### config.mk
export PLATFORM = sky130hd
export DESIGN_NAME = scr1_tapc_sync_os
export DESIGN_NICKNAME = d
export VERILOG_FILES = /design/src/rtl/scr1_tapc_sync_os.sv
export SDC_FILE = /design/constraint.sdc
export NUM_CORES = 1
export LEC_CHECK = 0
export BUFFER_PORTS_ARGS = -buffer_cell sky130_fd_sc_hd__buf_4
export CORE_ASPECT_RATIO = 0.75
export CORE_UTILIZATION = 51
export DETAILED_ROUTE_END_ITERATION = 8
export PLACE_DENSITY = 0.83
export SYNTH_ARGS = -nofsm -noshare
export SYNTH_HDL_FRONTEND = slang
export SYNTH_SLANG_ARGS = --single-unit
### constraint.sdc
create_clock -name clk -period 1.7 [get_ports clk]
set_clock_uncertainty 0.05 [all_clocks]
set_input_delay 0.085 -clock clk [delete_from_list [all_inputs] [get_ports clk]]
set_output_delay 0.085 -clock clk [all_outputs]
set_load 0.005 [all_outputs]
### src/rtl/scr1_tapc_sync_os.sv
// scr1_tapc_sync_os: TCK-to-SysCLK oversampling synchronizer with idle detect (ratio checker under SCR1_TAPC_SYNC_RATIO_CHK_EN)
module scr1_tapc_sync_os #(
  parameter int SYNC_STAGES = 2,
  parameter int RISE_W      = 3,
  parameter int FALL_W      = 1,
  parameter int LEVEL_W     = 8,
  parameter int IDLE_CNT_W  = 8,
  parameter int MIN_RATIO   = 4
) (
  input  logic               clk,
  input  logic               rst,
  input  logic               tck_divpos_i,
  input  logic               tck_divneg_i,
  input  logic [RISE_W-1:0]  rise_data_i,
  input  logic [FALL_W-1:0]  fall_data_i,
  input  logic [LEVEL_W-1:0] level_i,
  input  logic               err_clr_i,
  output logic               tck_rise_o,
  output logic               tck_fall_o,
  output logic [RISE_W-1:0]  rise_data_o,
  output logic [FALL_W-1:0]  fall_data_o,
  output logic [LEVEL_W-1:0] level_o,
  output logic               tck_idle_o,
  output logic               ratio_err_o
);
  localparam int S = SYNC_STAGES;
  logic [S+1:0]               pos_sync, neg_sync;
  logic [S-1:0][RISE_W-1:0]   rd_sync;
  logic [IDLE_CNT_W-1:0]      idle_cnt;
  logic                       rise_load, rise_rst, fall_load, fall_rst;
  assign rise_load = pos_sync[S] ^ pos_sync[S-1];
  assign rise_rst  = pos_sync[S+1] ^ pos_sync[S];
  assign fall_load = neg_sync[S] ^ neg_sync[S-1];
  assign fall_rst  = neg_sync[S+1] ^ neg_sync[S];
  always_ff @(posedge clk) begin
    if (rst) begin
      pos_sync    <= '0;
      neg_sync    <= '0;
      rd_sync     <= '0;
      idle_cnt    <= '0;
      tck_rise_o  <= 1'b0;
      tck_fall_o  <= 1'b0;
      rise_data_o <= '0;
      fall_data_o <= '0;
      level_o     <= '0;
      tck_idle_o  <= 1'b0;
    end else begin
      pos_sync    <= {pos_sync[S:0], tck_divpos_i};
      neg_sync    <= {neg_sync[S:0], tck_divneg_i};
      rd_sync     <= {rd_sync[S-2:0], rise_data_i};
      tck_rise_o  <= rise_load ? 1'b1 : rise_rst ? 1'b0 : tck_rise_o;
      rise_data_o <= rise_load ? rd_sync[S-1] : rise_rst ? '0 : rise_data_o;
      tck_fall_o  <= fall_load;
      fall_data_o <= fall_load ? fall_data_i : fall_rst ? '0 : fall_data_o;
      level_o     <= rise_load ? level_i : level_o;
      idle_cnt    <= rise_load ? '0 : (&idle_cnt) ? idle_cnt : idle_cnt + 1'b1;
      tck_idle_o  <= &idle_cnt;
    end
  end
`ifdef SCR1_TAPC_SYNC_RATIO_CHK_EN
  logic seen_edge;
  // idle_cnt holds (clk cycles since previous rise) - 1 at the moment of a new rise_load
  always_ff @(posedge clk) begin
    if (rst) begin
      seen_edge   <= 1'b0;
      ratio_err_o <= 1'b0;
    end else begin
      seen_edge   <= seen_edge | rise_load;
      ratio_err_o <= (rise_load && seen_edge && idle_cnt < IDLE_CNT_W'(MIN_RATIO-1)) ? 1'b1 :
                     err_clr_i ? 1'b0 : ratio_err_o;
    end
  end
`else
  logic unused_err_clr;
  assign unused_err_clr = err_clr_i;
  assign ratio_err_o = 1'b0;
`endif
endmodule

==> metrics.yaml <==
clocking:
  clock_sinks: 37
  cts_setup_buffers: 0
  ctsResizeCount: 0
  root_buffer: "clkbuf_4"
  cts_buffers: 5
  clockBufferDepth: 2
  h-tree-depth: 2
  tritoncts: "done"
  cts.clk_slew.worst_paths_ns: 0.11
  postCtsHoldBufs: 14
  clk_latency_ns: 0.33
critical_path:
  crit_fanout: 5
  worstPathArrival_ns: 1.61
  reg2regPathDepth: 4
  worstSetupStartpointType: "flop"
  path_class: "reg2reg"
  r2r-end: "idle_cnt[6]"
  cp_data_required_time_ns: 1.88
  critical_path.startpoint: "idle_cnt[0]"
  end_kind: "flop"
  r2r_slack_ns: 0.26
  worstReg2RegStart: "idle_cnt[0]"
  crit_chain: "ha_1 -> nand3_1 -> nor3_1 -> nor3_2"
  worst_path_max_delay_cell: "dfxtp_1"
  slowest_delay_ns: 0.42
global_routing:
  grt_pass1_vias: 962
  use_met1_pct: 21.2
  grt_pass1_wl_um: 3940
  use_met2_pct: 35.5
  grt_antenna_before_repair: 0
  grt_start_max_net_pins: 31
  grt_busiest_layer: "met2"
  grt-ovfl-total: 0
  use_met3_pct: 7.02
  grt_util_all_layers_pct: 20.1
floorplan:
  num_rows: 15
  dieArea_sq_mm: 0.00287
  die_h_um: 46.6
  start_util_pct: 56.4
  die_w_um: 61.5
  core_area_sq_mm: 0.00240
  io_pins: 33
worst_hold_path:
  whs_path_depth: 2
  worstHoldStart: "rst"
  min_to: "tck_rise_o"
  hold_path.class: "in2reg"
synth:
  synthTopCellsByCount: "dfxtp_1 (37), nand2_1 (21), a21oi_1 (16)"
  syn_area_sq_mm: 0.00136
  synth_top_area_share_pct: 54.7
  syn_inst: 143
  ys_seq_area_share_pct: 54.7
  yosysMostFrequentCell: "dfxtp_1"
  ys_seq_elements: 37
  yosys.area.top_type: "dfxtp_1"
  synthTopCellsByArea: "dfxtp_1 (55%), nor2b_1 (6.5%), a21oi_1 (5.9%)"
  postSynthNetCount: 161
  avgSynthCellArea_sq_um: 9.48
  yosys_warnings: 0
  ys_async_sr_fraction_pct: 0
  post_synth_num_cell_types: 30
  synthFlopType: "dfxtp_1"
  synth_edf_count: 0
power:
  finalPower_mw: 1.50
  vdd_drop_max_uv: 535
  power_density_mw_per_mm2: 848
  p_leak_nw: 0.709
place:
  port_buffers: 30
  gp_congestion: 0.842
  place_hpwl_um: 1790
  dp_cells: 200
sta:
  hold_viol_final: 0
  setup_violations: 0
  hold_slack_ns: 0.0615
  min_period_over_period_pct: 84.4
  drv_slew: 0
  finalSetupTns_ns: 0
  fin_crit_ns: 1.44
  rsz0062_at_grt: "no"
  max_freq_ghz: 0.697
cells_and_area:
  multi_input_area_sq_um: 557
  antenna_cells: 0
  area_growth_pct: 30.7
  num-fill-cells: 184
  regArea_sq_um: 741
  drive_gt1_share_pct: 24.5
  final_nets: 205
  finalNonFillerCells: 222
routing:
  wirelength_um: 2650
  firstDrtPassIters: 4
  route.detailed.drc: 0
  ant_nets: 0
  viasPerCell: 5.09
  vias: 1129
  post_drt_wl_per_cell_um: 11.9
  first_iter_violations: 21
run:
  cap_violations: 0
outcome:
  outcome: "finished clean"
[power by group]
part	leakage [nW]	switching [mW]	total (mW)	internal [mW]
Combinational	0.374	0.0620	0.152	0.0895
Clock	0.0320	0.272	0.429	0.158
Sequential	0.302	0.0216	0.921	0.900
[through the flow]
| step | setup WS (ns) | cell area, sq um | utilization [%] |
|---|---|---|---|
| 2_1_floorplan | 0.486 | 1360 | - |
| 3_3_place_gp | 0.369 | 1580 | 65.8 |
| 3_5_place_dp | 0.300 | 1580 | 65.8 |
| 4_1_cts | 0.282 | 1770 | 73.8 |
| 5_1_grt | 0.153 | 1770 | 73.8 |
| 6_report | 0.265 | 1770 | 73.8 |
[cell usage in the layout, fill, tap and decap left out, drive strengths merged, types with 3 or more instances in the layout]
cell,instances
dfxtp,37
and3,3
buf,31
nor3,9
xnor2,3
a31oi,3
nand2,21
clkbuf,6
nor2,4
nand3,3
nor2b,14
o21ai,7
dlygate4sd3,14
a21oi,16
[metal layers]
layer / vias up / share of wire [%]
li1: 565 / -
met1: 518 / 41
met2: 40 / 49
met3: 6 / 7.5
met4: 0 / 1.9
met5: - / 0
[worst max-delay path, delay by kind of cell (launching register included)]
| kind | cells | cell delay [ns] |
|---|---|---|
| DFF | 1 | 0.42 |
| and+or+nand+nor | 3 | 0.60 |
| adders and majority gates | 1 | 0.26 |
[how the worst max path moves through the flow]
stage	cells after the start	end	slack [ns]
floorplan	5	idle_cnt[6]	0.49
global placement	3	idle_cnt[3]	0.37
detailed placement	3	idle_cnt[6]	0.30
CTS	4	idle_cnt[6]	0.28
global route	4	idle_cnt[6]	0.15
finish	4	idle_cnt[6]	0.26
[area by class of cell]
| cell class | count | area share, % |
|---|---|---|
| Multi-Input combinational cell | 96 | 31.4 |
| Timing Repair Buffer | 45 | 21.0 |
| Clock buffer | 6 | 2.33 |
| Clock inverter | 2 | 0.565 |
| Tap cell | 34 | 2.40 |
| Sequential cell | 37 | 41.8 |
| Inverter | 2 | 0.424 |
[registers in the layout (all words and copies together) (netlist names), 3 cells and up]
| signal | count |
|---|---|
| level_o | 8 |
| pos_sync | 4 |
| rd_sync | 6 |
| rise_data_o | 3 |
| neg_sync | 4 |
| idle_cnt | 8 |
[kinds of logic (layout without fill, tap and decap cells)]
kind of cell	after synthesis	in the layout	synth area share [%]
buffers and inverters	10	55	4.25
DFF	37	37	54.7
and+or+nand+nor	62	62	25.4
other	1	1	0.277
adders and majority gates	1	1	0.923
AOI/OAI and AO/OA	28	28	11.4
xor gates and xnor gates	4	4	3.14
No activity file was read; power rests on OpenSTA's default activity.
